### config.mk
export PLATFORM = sky130hd
export DESIGN_NAME = seq_detector_param
export DESIGN_NICKNAME = d
export VERILOG_FILES = /design/src/rtl/seq_detector_param.sv
export SDC_FILE = /design/constraint.sdc
export NUM_CORES = 1
export LEC_CHECK = 0
export CORE_MARGIN = 2
export CORE_UTILIZATION = 48
export DETAILED_ROUTE_END_ITERATION = 8
export PLACE_DENSITY = 0.75
export SLEW_MARGIN = 25
export SYNTH_ARGS = -nofsm -noshare
export SYNTH_HDL_FRONTEND = slang
export SYNTH_SLANG_ARGS = --single-unit
### constraint.sdc
create_clock -name clk -period 3.8 [get_ports clk]
set_input_delay 0.76 -clock clk [delete_from_list [all_inputs] [get_ports clk]]
set_output_delay 0.76 -clock clk [all_outputs]
set_load 0.02 [all_outputs]
### src/rtl/seq_detector_param.sv
// Serial bit-sequence detector with a run-time loadable pattern, selectable
// overlap, valid-qualified input and a saturating match counter.
module seq_detector_param #(
  parameter int PAT_W = 4,
  parameter int CNT_W = 8
) (
  input  logic             clk,
  input  logic             reset,
  input  logic             x,
  input  logic             x_valid,
  input  logic [PAT_W-1:0] pattern,
  input  logic             load,
  input  logic             overlap,
  input  logic             count_clr,
  output logic             z,
  output logic [CNT_W-1:0] match_count,
  output logic [1:0]       state
);

  // state   | meaning
  // UNARMED | no pattern loaded since reset, input ignored
  // FILL    | collecting the first PAT_W bits after load or non-overlap match
  // HUNT    | history full, every accepted bit is compared
  typedef enum logic [1:0] {
    UNARMED = 2'd0,
    FILL    = 2'd1,
    HUNT    = 2'd2,
    BAD     = 2'd3
  } state_t;

  localparam int FILL_W = $clog2(PAT_W + 1);
  localparam logic [FILL_W-1:0] FILL_MAX = FILL_W'(PAT_W);

  state_t             state_q;
  logic [PAT_W-1:0]   pat_reg;
  logic [PAT_W-1:0]   hist;
  logic [FILL_W-1:0]  fill;

  logic [PAT_W-1:0]   hist_n;
  logic [FILL_W-1:0]  fill_n;
  logic               match_n;

  // Next-bit view: the compare is done on the already-shifted history.
  always_comb begin
    hist_n  = {hist[PAT_W-2:0], x};
    fill_n  = (fill == FILL_MAX) ? fill : fill + FILL_W'(1);
    match_n = (fill_n == FILL_MAX) && (hist_n == pat_reg);
  end

  always_ff @(posedge clk) begin
    if (reset) begin
      state_q     <= UNARMED;
      pat_reg     <= '0;
      hist        <= '0;
      fill        <= '0;
      z           <= 1'b0;
      match_count <= '0;
    end else begin
      z <= 1'b0;
      if (load) begin
        pat_reg <= pattern;
        hist    <= '0;
        fill    <= '0;
        state_q <= FILL;
      end else begin
        case (state_q)
          UNARMED: ;
          FILL, HUNT: begin
            if (x_valid) begin
              hist <= hist_n;
              if (match_n) begin
                z <= 1'b1;
                if (match_count != {CNT_W{1'b1}})
                  match_count <= match_count + CNT_W'(1);
                if (overlap) begin
                  fill    <= fill_n;
                  state_q <= HUNT;
                end else begin
                  fill    <= '0;
                  state_q <= FILL;
                end
              end else begin
                fill    <= fill_n;
                state_q <= (fill_n == FILL_MAX) ? HUNT : FILL;
              end
            end
          end
          default: state_q <= UNARMED;
        endcase
      end
      // Clear overrides a same-cycle increment; z is unaffected.
      if (count_clr)
        match_count <= '0;
    end
  end

  assign state = state_q;

endmodule

# Word level (Yosys, flattened, before mapping)
# Cells that the tools add are included.
# W data, S select, Z words.
[word_totals]
reg_bits = 21
inputBits = 11
output_inout_bits = 11
elab_cells = 42
[classes]
n_addsub = 2
n_eq_ne = 9
n_mux = 10
bitwise_logic = 4
n_reduce_logical = 10
[op_table]
columns = ["operator", "count"]
rows = [
  ["$mux W3", 3],
  ["$add A8 B1 Y8 const B", 1],
  ["$mux W2", 4],
  ["$ne A8 B8 Y1 const B", 1],
  ["$eq A3 B3 Y1 const B", 2],
  ["$reduce_and A2 Y1", 3],
  ["$reduce_or A2 Y1", 3],
  ["$reduce_and A5 Y1", 1],
  ["$eq A4 B4 Y1", 1],
  ["$ne A2 B2 Y1 const B", 2],
  ["$not A1 Y1", 4],
  ["$pmux W2 S2", 1],
  ["$reduce_or A4 Y1", 1],
  ["$add A3 B1 Y3 const B", 1],
  ["$ne A3 B3 Y1 const B", 1],
  ["$eq A2 B1 Y1 const B", 1],
  ["$eq A2 B2 Y1 const B", 1],
  ["$logic_not A2 Y1", 1],
  ["$mux W1", 2],
  ["$logic_and A1 B1 Y1", 1],
]

# Longest topological paths before layout
[logic_depth]
word_depth = 8
depth_mapped = 7
ltp_nobuf = 6

# Worst setup path before layout
# Ideal clock, no wire load.
[synth_timing]
path_type = "flip-flop to flip-flop"
startpoint = "register fill[0]"
endpoint = "register match_count[2]"
setup_time_ns = 0.072
arrival_time_ns = 1.928
required_time_ns = 3.728
slack_ns = 1.801
path_stages_with_launch = 8
path_buffers = 1
synth_period_minus_slack_ns = 1.999
path_cell_list = "dfxtp_1 inv_1 ha_1 or3b_1 a311o_1 buf_6 nor4_2 mux2i_1"
[synth_via]
elab_chain_len = 5
elab_cells_between_ends = 6
classes_between = "1 x add/sub; 2 x eq/ne; 1 x mux; 2 x reduce/logical"
[synth_rtl]
columns = ["element", "line", "rtl"]
rows = [
  ["from (decl)", "37", "logic [FILL_W-1:0] fill;"],
  ["from (signal assigned)", "76", "fill <= fill_n;"],
  ["from (signal assigned)", "83", "fill <= fill_n;"],
  ["$add A3 B1 Y3 / $eq A3 B3 Y1 (equally long branches)", "46", "fill_n = (fill == FILL_MAX) ? fill : fill + FILL_W'(1);"],
  ["$mux W3 *", "46", ""],
  ["$eq A3 B3 Y1 *", "47", "match_n = (fill_n == FILL_MAX) && (hist_n == pat_reg);"],
  ["$logic_and A1 B1 Y1 *", "47", ""],
  ["$reduce_and A5 Y1 (no source line) *", "n/a", ""],
  ["to (signal assigned)", "74", "match_count <= match_count + CNT_W'(1);"],
  ["to (decl)", "16", "output logic [CNT_W-1:0] match_count,"],
]
# Mark *: on every way between the ends. The rest lies on a longest branch, timed or not.
# A chain may end at the register's enable or synchronous reset.

# Final worst setup path
[layout_timing]
startpoint = "register fill[0]"
endpoint = "register match_count[5]"
# The elaborated chain is that of the path after synthesis.

==> results.md <==
* Outcome: complete, no violations
* Total of warnings raised by yosys at 0
* Critical path type: reg -> reg
* Number of gates resized after cts at 0
* Total negative slack for setup checks at 0 ns
* Routed vias at 986
* Share of post-route cells with drive strength above 1 at under 10%
* Area of the placeable core at between 2000 and 2500 sq um
* Effective utilization at floorplan at ~50%
* Die width at between 50 and 60 microns
* Total global routing track utilization at 19.6%
* Clock Latency Late Sink at roughly 0.3 ns
* Hold Crit Endpoint: hist[2]$_SDFFE_PP0P_
* Ys flop type: dfxtp_1
* TritonCTS clock tree: built
* Number of detailed-route iterations in the first pass at 4
* Growth of design area from synthesis to finish at 21.5%
* CTS sink count at 21
* Hold violation count in the final report at 0
* Number of instances in the synthesized netlist at approximately 130
* Number of enable-type register cells in the synthesized netlist at 0
* Power consumption at approximately 0.4 mW
* Cell depth of the worst flop-to-flop path at 6
* WP data required at 4.04 ns
* Worst Path Arrival at between 2 and 3 ns
* DP Wirelength at around 1800 microns
* Hold Path Stages at 2
* Crit Reg-Reg Startpoint: fill[0]$_SDFFE_PP0P_
* Cell area after synthesis at ~1100 sq um
* Total power per unit cell area at approximately 280 nW/um^2
* Period utilization at roughly three fifths
* Number of distinct library cells after synthesis at 34
* Num ports at 22
* Chip height at 52.9 microns
* Final Setup Violations at 0
* Slew @ Worst Pin at 0.841 ns
* Critical Path End Type: flop
* Vias/cell at ~5.6
* Vias in the first global route at 940
* Net count of the finished layout at between 150 and 200
* Final-report max-slew violation count at 0
* Number of placement rows at 17
* Worst R2R Setup Slack at around 1.5 ns
* H-Tree Level Count at 1
* Post-synth ARST share at 0%
* Number of buffers added to fix hold violations after cts at 0
* Critical path launch point type: flop
* Iteration-0 DRC Markers at 12
* Worst vdd rail ir drop at ~0.18 mV
* Beginning of the worst hold path: hist[2]$_SDFFE_PP0P_
* Critical path fanouts, max at 10
* R2r endpoint: match_count[5]$_SDFFE_PP0P_
* Number of flip-flops under the largest register name at 8
* Achievable frequency at ~0.43 GHz
* Die area at approximately 2800 sq um
* Worst clock skew at just under 0.008 ns
* Leakage power of the design at approximately 0.46 nW
* Number of storage elements in the synthesis netlist at 21
* Mapped Avg Cell Area at between 9 and 10 sq um
* Kind of path behind the tightest hold check: reg -> reg
* Final Routed Wirelength at approximately 2400 microns
* Final critical-path required period at about 2.3 ns
* Largest net degree at the start of global routing at 17
* Share of synthesized area occupied by flip-flops and latches at a little over a third
* RSZ-0062 raised after global routing: false
* MaxCap Viol Count at 0
* Routability Congestion at ~0.74
* Port bufs at 21
* Post CTS Setup Buffer Count at 0
* Detailed-route DRC error count at 0
* Worst rel slew slack at a little over two fifths
* Total overflow reported by the global router at 0
* Wire length per cell at about 14 microns
* Antenna diode instance count at 0
* Clock root cell: clkbuf_4
* Clk pin slew, worst setup/hold paths at between 0.1 and 0.15 ns
* TritonCTS Buffers at 3
* Total nets after synthesis at between 100 and 150
* ANT nets after route at 0
* Antenna violations before repair at 0
* Wire length of the first global-routing pass at 4130 microns
* Buffer depth of the longest clock path at 2
routing by layer:
| layer | vias up | share of wire, % | global-route usage, % |
|---|---|---|---|
| met5 | - | 0 | 0 |
| met4 | 0 | 1.2 | 3.85 |
| met3 | 4 | 3.8 | 3.67 |
| met2 | 24 | 47 | 33.1 |
| met1 | 458 | 48 | 26.0 |
| li1 | 500 | - | - |
layout by cell type, fill, tap and decap left out, drive strengths merged, types with 2 or more instances in the layout:
master / synthesis / layout
nand2: 21 / 21
dfxtp: 21 / 21
clkdlybuf4s50: 0 / 21
mux2i: 12 / 12
nor4: 10 / 10
a21oi: 8 / 8
nor2: 7 / 7
or3: 7 / 7
inv: 5 / 5
xnor2: 5 / 5
nand4: 5 / 5
ha: 4 / 4
clkbuf: 3 / 3
o21ai: 2 / 2
stage by stage:
stage	worst slack, ns	hold WS (ns)	utilization (%)	cells	cell area [sq um]
floorplan	1.80	0.449	-	127	1150
global placement	1.35	0.457	61.2	171	1370
detailed placement	1.32	0.460	61.2	171	1370
CTS	1.48	0.477	62.5	175	1400
global route	1.29	0.522	62.5	175	1400
finish	1.47	0.475	62.5	175	1400
cells by family after synthesis:
family | count (synthesis) | share of synthesized area, %
AOI/OAI and AO/OA | 15 | 8.61
xor gates and xnor gates | 5 | 3.81
adders and majority gates | 4 | 4.36
buffers and inverters | 10 | 3.92
DFF | 21 | 36.6
muxes | 12 | 10.5
and+or+nand+nor | 60 | 32.2
how the worst max path moves through the flow:
stage | end | slack [ns] | startpoint | cells past startpoint
3_5_place_dp | match_count[5]$_SDFFE_PP0P_ | 1.32 | load | 5
6_report | match_count[5]$_SDFFE_PP0P_ | 1.47 | fill[0]$_SDFFE_PP0P_ | 6
2_1_floorplan | match_count[2]$_SDFFE_PP0P_ | 1.80 | fill[0]$_SDFFE_PP0P_ | 7
4_1_cts | match_count[4]$_SDFFE_PP0P_ | 1.48 | fill[0]$_SDFFE_PP0P_ | 6
5_1_grt | match_count[4]$_SDFFE_PP0P_ | 1.29 | fill[0]$_SDFFE_PP0P_ | 6
3_3_place_gp | match_count[7]$_SDFFE_PP0P_ | 1.35 | x | 5
cell usage after synthesis (3+ instances only):
cell	count	area (sq um)
nor4_1	3	18.8
mux2i_1	12	120
inv_1	5	18.8
nor2_1	7	26.3
or3_1	7	43.8
dfxtp_1	21	420
nand2_1	21	78.8
clkbuf_1	3	11.3
nand4_1	4	25.0
xnor2_1	5	43.8
nor4_2	6	75.1
ha_1	4	50.1
a21oi_1	8	40.0
power by group:
part | internal [mW] | switching (mW)
logic | 0.0235 | 0.0315
registers | 0.224 | 0.00317
clock network | 0.0391 | 0.0672
layout make-up:
| type | count | area [sq um] |
|---|---|---|
| inverters | 5 | 18.8 |
| clock buffers | 3 | 22.5 |
| fillers | 208 | 838 |
| repair buffers | 21 | 210 |
| multi-input cells | 96 | 683 |
| clock inverters | 1 | 5.00 |
| well taps | 28 | 35.0 |
| flip-flops and latches | 21 | 420 |
critical path, stage by stage, from the launching register on:
cell     delay, ns
dfxtp_1       0.45
inv_1         0.07
ha_1          0.24
or3b_1        0.39
a311o_1       0.52
nor4_2        0.40
mux2i_1       0.21
Note: power is estimated with default switching activity, not from simulation.
